### config.mk
export PLATFORM = sky130hd
export DESIGN_NAME = rp_led_ctrl
export DESIGN_NICKNAME = d
export VERILOG_FILES = /design/src/rtl/rp_led_ctrl.sv
export SDC_FILE = /design/constraint.sdc
export NUM_CORES = 1
export LEC_CHECK = 0
export ABC_AREA = 1
export BUFFER_PORTS_ARGS = -buffer_cell sky130_fd_sc_hd__buf_2
export CELL_PAD_IN_SITES_DETAIL_PLACEMENT = 0
export CELL_PAD_IN_SITES_GLOBAL_PLACEMENT = 2
export CORE_MARGIN = 2
export CORE_UTILIZATION = 30
export CTS_BUF_LIST = sky130_fd_sc_hd__clkbuf_4
export DETAILED_ROUTE_END_ITERATION = 16
export GPL_ROUTABILITY_DRIVEN = 0
export GPL_TIMING_DRIVEN = 1
export PLACE_DENSITY_LB_ADDON = 0.1
export SLEW_MARGIN = 0
export SYNTH_ARGS = -nofsm -noshare
export SYNTH_HDL_FRONTEND = slang
export SYNTH_SLANG_ARGS = --single-unit
### constraint.sdc
create_clock -name clk -period 5.4 [get_ports clk]
set_input_delay 0.54 -clock clk [delete_from_list [all_inputs] [get_ports clk]]
set_output_delay 0.54 -clock clk [all_outputs]
set_load 0.01 [all_outputs]
### src/rtl/rp_led_ctrl.sv
// Static-region controller for the reconfigurable LED partition: step prescaler,
// PR decouple/reload/reset handshake and frozen LED value. Define RP_TIMEOUT_EN to enable the DECOUPLED timeout.
module rp_led_ctrl #(
   parameter int PRESCALE_W  = 27,
   parameter int RST_HOLD    = 16,
   parameter int TIMEOUT_CYC = 1000000
) (
   input  logic                  clk,
   input  logic                  reset,
   input  logic                  run,
   input  logic [PRESCALE_W-1:0] div,
   input  logic                  pr_req,
   input  logic                  pr_done,
   output logic                  pr_ack,
   output logic                  decouple,
   output logic                  rm_en,
   output logic                  rm_reset,
   input  logic [3:0]            rm_led,
   output logic [3:0]            led,
   output logic [1:0]            state,
   output logic                  pr_err
);

   typedef enum logic [1:0] {
      ST_RUN       = 2'd0,
      ST_DRAIN     = 2'd1,
      ST_DECOUPLED = 2'd2,
      ST_RESTORE   = 2'd3
   } state_t;

   localparam int HOLD_W = (RST_HOLD > 1) ? $clog2(RST_HOLD) : 1;

   localparam logic [PRESCALE_W-1:0] PRESC_ZERO = {PRESCALE_W{1'b0}};
   localparam logic [PRESCALE_W-1:0] PRESC_ONE  = PRESCALE_W'(1);
   localparam logic [HOLD_W-1:0]     HOLD_ZERO  = {HOLD_W{1'b0}};
   localparam logic [HOLD_W-1:0]     HOLD_ONE   = HOLD_W'(1);
   localparam logic [HOLD_W-1:0]     HOLD_LAST  = HOLD_W'(RST_HOLD - 1);

   state_t                  state_r;
   logic [PRESCALE_W-1:0]   presc_r;
   logic [HOLD_W-1:0]       hold_r;
   logic                    drain_r;
   logic [3:0]              freeze_r;
   logic                    pr_ack_r;
   logic                    decouple_r;
   logic                    rm_en_r;
   logic                    rm_reset_r;
   logic [3:0]              led_r;
   logic                    tick_s;
   logic                    timeout_s;

   // A step is due once the count reaches div; >= lets a lowered div wrap at once.
   assign tick_s = run && (presc_r >= div);

`ifdef RP_TIMEOUT_EN
   localparam int TO_W = (TIMEOUT_CYC > 1) ? $clog2(TIMEOUT_CYC) : 1;
   localparam logic [TO_W-1:0] TO_ZERO = {TO_W{1'b0}};
   localparam logic [TO_W-1:0] TO_ONE  = TO_W'(1);
   localparam logic [TO_W-1:0] TO_LAST = TO_W'(TIMEOUT_CYC - 1);

   logic [TO_W-1:0] to_r;
   logic            pr_err_r;

   assign timeout_s = (to_r == TO_LAST);

   // Cycles spent in DECOUPLED; the sticky error marks a reload that never finished.
   always_ff @(posedge clk) begin
      if (reset) begin
         to_r     <= TO_ZERO;
         pr_err_r <= 1'b0;
      end else if (state_r != ST_DECOUPLED) begin
         to_r     <= TO_ZERO;
      end else if (timeout_s) begin
         to_r     <= TO_ZERO;
         if (pr_req && !pr_done) begin
            pr_err_r <= 1'b1;
         end else begin
            pr_err_r <= pr_err_r;
         end
      end else begin
         to_r     <= to_r + TO_ONE;
      end
   end

   assign pr_err = pr_err_r;
`else
   logic unused_timeout_s;

   // The timeout limit has no effect when the DECOUPLED watchdog is left out.
   assign unused_timeout_s = (TIMEOUT_CYC > 32'sd0);
   assign timeout_s        = 1'b0;
   assign pr_err           = 1'b0;
`endif

   // Handshake FSM with all partition-facing outputs registered alongside the state.
   always_ff @(posedge clk) begin
      if (reset) begin
         state_r    <= ST_RESTORE;
         presc_r    <= PRESC_ZERO;
         hold_r     <= HOLD_ZERO;
         drain_r    <= 1'b0;
         freeze_r   <= 4'b0000;
         pr_ack_r   <= 1'b0;
         decouple_r <= 1'b1;
         rm_en_r    <= 1'b0;
         rm_reset_r <= 1'b1;
         led_r      <= 4'b0000;
      end else begin
         case (state_r)
            ST_RUN: begin
               decouple_r <= 1'b0;
               rm_reset_r <= 1'b0;
               pr_ack_r   <= 1'b0;
               led_r      <= rm_led;
               if (pr_req) begin
                  state_r <= ST_DRAIN;
                  drain_r <= 1'b0;
                  rm_en_r <= 1'b0;
               end else if (tick_s) begin
                  presc_r <= PRESC_ZERO;
                  rm_en_r <= 1'b1;
               end else if (run) begin
                  presc_r <= presc_r + PRESC_ONE;
                  rm_en_r <= 1'b0;
               end else begin
                  rm_en_r <= 1'b0;
               end
            end

            ST_DRAIN: begin
               rm_en_r <= 1'b0;
               led_r   <= rm_led;
               if (drain_r) begin
                  freeze_r   <= rm_led;
                  state_r    <= ST_DECOUPLED;
                  pr_ack_r   <= 1'b1;
                  decouple_r <= 1'b1;
                  drain_r    <= 1'b0;
               end else begin
                  drain_r    <= 1'b1;
               end
            end

            ST_DECOUPLED: begin
               rm_en_r <= 1'b0;
               led_r   <= freeze_r;
               // Done, abort and timeout all leave through the same reset sequence.
               if (pr_done || !pr_req || timeout_s) begin
                  state_r    <= ST_RESTORE;
                  pr_ack_r   <= 1'b0;
                  rm_reset_r <= 1'b1;
                  hold_r     <= HOLD_ZERO;
               end else begin
                  pr_ack_r   <= 1'b1;
               end
            end

            ST_RESTORE: begin
               rm_en_r <= 1'b0;
               led_r   <= freeze_r;
               if (hold_r == HOLD_LAST) begin
                  state_r    <= ST_RUN;
                  rm_reset_r <= 1'b0;
                  decouple_r <= 1'b0;
                  presc_r    <= PRESC_ZERO;
                  hold_r     <= HOLD_ZERO;
               end else begin
                  hold_r     <= hold_r + HOLD_ONE;
               end
            end

            default: begin
               state_r    <= ST_RESTORE;
               hold_r     <= HOLD_ZERO;
               pr_ack_r   <= 1'b0;
               decouple_r <= 1'b1;
               rm_en_r    <= 1'b0;
               rm_reset_r <= 1'b1;
            end
         endcase
      end
   end

   assign pr_ack   = pr_ack_r;
   assign decouple = decouple_r;
   assign rm_en    = rm_en_r;
   assign rm_reset = rm_reset_r;
   assign led      = led_r;
   assign state    = state_r;

endmodule

# ---- Word-level counts from Yosys, hierarchy flattened
# Cells that the tools add are included.
dict set report totals {
  output_inout_bits 11
  regBits 46
  elab_cells 71
}
dict set report classes {
  n_lt_le_gt_ge 1
  n_mux 27
  reduce_logical 21
  n_eq_ne 10
  addsub 2
}
# cell n
set ops {}
lappend ops {{$mux W27} 4}
lappend ops {{$pmux W27 S2} 1}
lappend ops {{$add A27 B1 Y27 const B} 1}
lappend ops {{$ge A27 B27 Y1} 1}
lappend ops {{$pmux W4 S2} 2}
lappend ops {{$ne A2 B2 Y1 const B} 5}
lappend ops {{$pmux W1 S3} 3}
lappend ops {{$reduce_bool A3 Y1} 3}
lappend ops {{$mux W1} 8}
lappend ops {{$mux W2} 4}
lappend ops {{$mux W4} 2}
lappend ops {{$pmux W2 S4} 1}
lappend ops {{$reduce_and A2 Y1} 4}
lappend ops {{$reduce_and A4 Y1} 2}
lappend ops {{$reduce_and A3 Y1} 2}
lappend ops {{$reduce_bool A2 Y1} 3}
lappend ops {{$add A4 B1 Y4 const B} 1}
lappend ops {{$eq A2 B2 Y1 const B} 2}
lappend ops {{$eq A4 B4 Y1 const B} 1}
lappend ops {{$pmux W1 S2} 2}
lappend ops {{$reduce_or A2 Y1} 2}
lappend ops {{$ne A3 B3 Y1 const B} 1}
lappend ops {{$reduce_or A3 Y1} 1}
lappend ops {{$eq A2 B1 Y1 const B} 1}
lappend ops {{4 further kinds} 4}

# ---- Logic depth before layout (Yosys ltp)
dict set report logic_depth {
  ltp_word 5
  ltp_mapped 14
  depth_no_buf 13
}

# ---- Worst setup path after synthesis
# OpenSTA, ideal clock, no wires.
dict set report synth_path {
  kind {in2reg}
  from {in div[26]}
  to {reg presc_r[17]}
  stages 11
  setup_slack_ps 3525
  arrival_ps 1750
  t_required_ps 5275
  path_cell_list {inv_1 > ha_1 > nand2_1 > nor2_1 > nand4_1 > nor2_1 > nand2_1 > nand3_1 > nand2_1 > a21oi_2 > nor2_1}
}
dict set report synth_via {
  elab_chain_len 5
  elab_cells_between_ends 7
  classes_between {1 x order compare; 1 x eq/ne; 3 x mux; 2 x reduce/logical}
}
# element line
set synth_rtl {}
lappend synth_rtl {{from (decl)} 11} ;# input logic [PRESCALE_W-1:0] div,
lappend synth_rtl {{$ge A27 B27 Y1 *} 53} ;# assign tick_s = run && (presc_r >= div);
lappend synth_rtl {{$logic_and A1 B1 Y1 *} 53}
lappend synth_rtl {{$mux W27} 119} ;# end else if (tick_s) begin
lappend synth_rtl {{$mux W27} 115} ;# if (pr_req) begin
lappend synth_rtl {{$pmux W27 S2} 109} ;# case (state_r)
lappend synth_rtl {{to (signal assigned)} 123} ;# presc_r <= presc_r + PRESC_ONE;
lappend synth_rtl {{to (decl)} 40} ;# logic [PRESCALE_W-1:0] presc_r;
# Mark *: on every way between the ends. The rest lies on a longest branch, timed or not. The select of a mux whose other input is x is not followed.
# A chain may end at the register's enable or synchronous reset.

# ---- Final worst setup path
dict set report layout_path {
  from {reg presc_r[26]}
  to {reg presc_r[21]}
}
dict set report layout_via {
  elab_chain_len 5
  elab_cells_between_ends 7
  classes_between {1 x order compare; 1 x eq/ne; 3 x mux; 2 x reduce/logical}
}
# element line
set layout_rtl {}
lappend layout_rtl {{$ge A27 B27 Y1 *} 53}
lappend layout_rtl {{$logic_and A1 B1 Y1 *} 53}
lappend layout_rtl {{$mux W27} 119}
lappend layout_rtl {{$mux W27} 115}
lappend layout_rtl {{$pmux W27 S2} 109}
# Marked as above.

==> flow_summary_export.csv <==
group,metric,value,unit
run_status,outcome,"finished clean",
final_layout,antenna_cells,0,
global_routing,grt_max_degree,30,
synthesis,synth.distinct_cells,35,
route,initialDrtViolationCount,160,
cts,holdBufCountCts,0,
route,drt-total-wl,8830,microns
timing,tns,0,ps
critical_path,critPathRequiredTime,5660,ps
placed_design,dp_slack,2410,ps
synthesis,yosysSeqAreaShare,27.2,%
synthesis,synth.avg_cell_area,6.56,sq um
synthesis,synth_warnings,0,
timing,maxSlewViolCount,0,
final_layout,regArea,921,sq um
final_layout,nNetsFinal,629,
job,drv_cap,0,
power,vdd_drop_max,0.000185,V
timing,setup_viol,0,
synthesis,synth_seq_cells,46,
timing,worst_pin_slew,811,ps
global_routing,grt-ovfl-total,0,
final_layout,nFillCells,1233,
route,avgRoutedWirePerCell,12.6,microns
timing,rsz0062_at_grt,"no",
placed_design,hpwl,6870,microns
power,powerDensity,253,nW/um^2
synthesis,synthesis.instances,516,
die,start_util,30.9,%
timing,worst_hold_slack,337,ps
timing,min_period_over_period,49.7,%
cts,clk_pin_slew,150,ps
timing,final.setup_skew,12.1,ps
critical_path,start_kind,"register",
timing,report.final.hold_viol_count,0,
synthesis,syn-cell-area,3380,sq um
final_layout,area_delta_synth_final,13.1,%
final_layout,drive_gt1_share,13.9,%
cts,cts_resized,0,
placed_design,portBuffers,45,
die,die_area,12100,sq um
cts,cts_tree,"built",
route,vias_per_cell,4.59,
cts,h-tree-depth,2,
timing,fin_ws,2720,ps
synthesis,yosysTopAreaCell,"dfxtp_1",
synthesis,synth_nets,586,
route,route.vias.total,3211,
die,core_area,10900,sq um
final_layout,multiInputGateArea,2140,sq um
route,drcViolationCount,0,
cts,clock_path_buffers,2,
global_routing,grt_pass1_vias,3008,
die,die_h,110,microns
route,ant_nets,0,
cts,cts_buffers,5,
power,p_leak,1.77,nW
global_routing,grt_usage,15.5,%
global_routing,grt_pass1_wl,14800,microns
critical_path,crit_type,"reg2reg",
die,die_w,110,microns
cts,cts_setup_buffers,0,
critical_path,worstPathMaxFanout,21,
timing,fmax,373,MHz
critical_path,rrSetupSlack,2720,ps
synthesis,synth_top_area_share,27.2,%
hold_path,hp-class,"in2reg",
timing,period_minus_slack,2680,ps
cts,ctsRootBufferMaster,"clkbuf_4",
timing,slew-limit-headroom,45.8,%
cts,clock-sinks,46,
critical_path,cp.arrival,2940,ps
critical_path,crit_slowest_cell,"a21oi_2",
critical_path,crit_path_cell_trace,"ha_1 > nand2_1 > nor2_1 > nand4_1 > nor2_1 > nand2_1 > nand3_1 > nand2_1 > a21oi_2 > nor2_1",
synthesis,yosys-top-cells-area,"dfxtp_1 (27%), nand2_1 (14%), ha_1 (13%)",
cts,clock_latency,370,ps
die,ioPinCount,47,
critical_path,setup.worst_path.end_class,"register",
critical_path,slowest_delay,540,ps
route,drt-pass1-iter-count,6,
global_routing,antenna_found_initial,0,
die,std_cell_rows,38,
## cells by family after synthesis
family          after synthesis  share of synthesized area [%]
xor+xnor                      7                           1.81
compound gates               71                           11.5
buf+inv                      84                           9.58
other cells                   1                          0.111
simple gates                273                           37.2
fa+ha+maj                    34                           12.6
flops                        46                           27.2
## cells in the mapped netlist, drive strengths merged
cell and number:
nand2 132, nor2 78, inv 72, dfxtp 46, a21oi 43, ha 34, nand3 29, o21ai 17
nand4 16, nor3 12, clkbuf 6, xnor2 5, a21o 4, o211ai 4, buf 3, clkinv 3
or2 3, nand3b 2, xor2 2, a211oi 1, and2 1, conb 1, o21a 1, o21bai 1
## final timing paths
kind          startpoint           to  cells past startpoint
max reg2reg  presc_r[26]  presc_r[21]                     10
min               pr_req        rm_en                      2
max          presc_r[26]  presc_r[21]                     10
min reg2reg       pr_ack       pr_ack                      2
## power by group
group	leakage (nW)	internal, mW	switching (mW)	total (mW)
clock network	0.0419	0.103	0.120	0.223
logic	1.35	0.106	0.235	0.341
registers	0.373	0.380	0.0256	0.405
total	1.77	0.589	0.381	0.969
## critical path, delay by kind of cell, from the launching register on
kind	cells	cell delay (ps)
simple gates	8	1300
fa+ha+maj	1	330
compound gates	1	540
flops	1	390
## sequential cells by signal (all words and copies together) (netlist names)
| register | flops |
|---|---|
| decouple | 1 |
| state | 2 |
| hold_r | 4 |
| led | 4 |
| rm_en | 1 |
| freeze_r | 4 |
| drain_r | 1 |
| rm_reset | 1 |
| presc_r | 27 |
| pr_ack | 1 |
## metrics by stage
| step | power (mW) | instance area (sq um) | util, % | cells |
|---|---|---|---|---|
| final | 0.969 | 3830 | 35.0 | 700 |
| after global routing | 1.06 | 3830 | 35.0 | 700 |
| after CTS | 0.987 | 3830 | 35.0 | 700 |
| after detailed placement | 0.760 | 3740 | 34.2 | 692 |
| after global placement | 0.760 | 3740 | 34.2 | 692 |
| after floorplan | 0.650 | 3380 | - | 516 |
## cell usage in the layout (no fill, tap or decap), types with 2 or more instances in the layout
cell type	n
dfxtp_1	46
nand2_4	2
or2_1	2
xnor2_1	5
clkinv_2	2
a21o_1	4
a21oi_1	42
nand4_1	14
o211ai_1	4
inv_2	3
nor3_1	12
nand4_4	2
nand3b_1	2
xor2_1	2
ha_1	34
clkbuf_4	6
nor2_1	71
nand2_1	123
buf_2	45
o21ai_0	16
inv_1	69
nor2_4	6
nand3_1	29
nand2_2	7
## routing by layer
layer | track usage [%] | wire length [microns]
met5 | 0 | 0
met4 | 3.21 | 77
met3 | 2.12 | 238
met2 | 25.9 | 4000
met1 | 21.4 | 4510
## area by class of cell
| class | count | share of cell area [%] |
|---|---|---|
| clock inverter | 2 | 0.981 |
| timing repair buffer | 45 | 5.89 |
| tap | 140 | 4.58 |
| sequential | 46 | 24.1 |
| clock buffer | 6 | 1.18 |
| inverter | 75 | 7.42 |
| multi-input combinational | 386 | 55.9 |
Power figures use the tool's default switching activity.
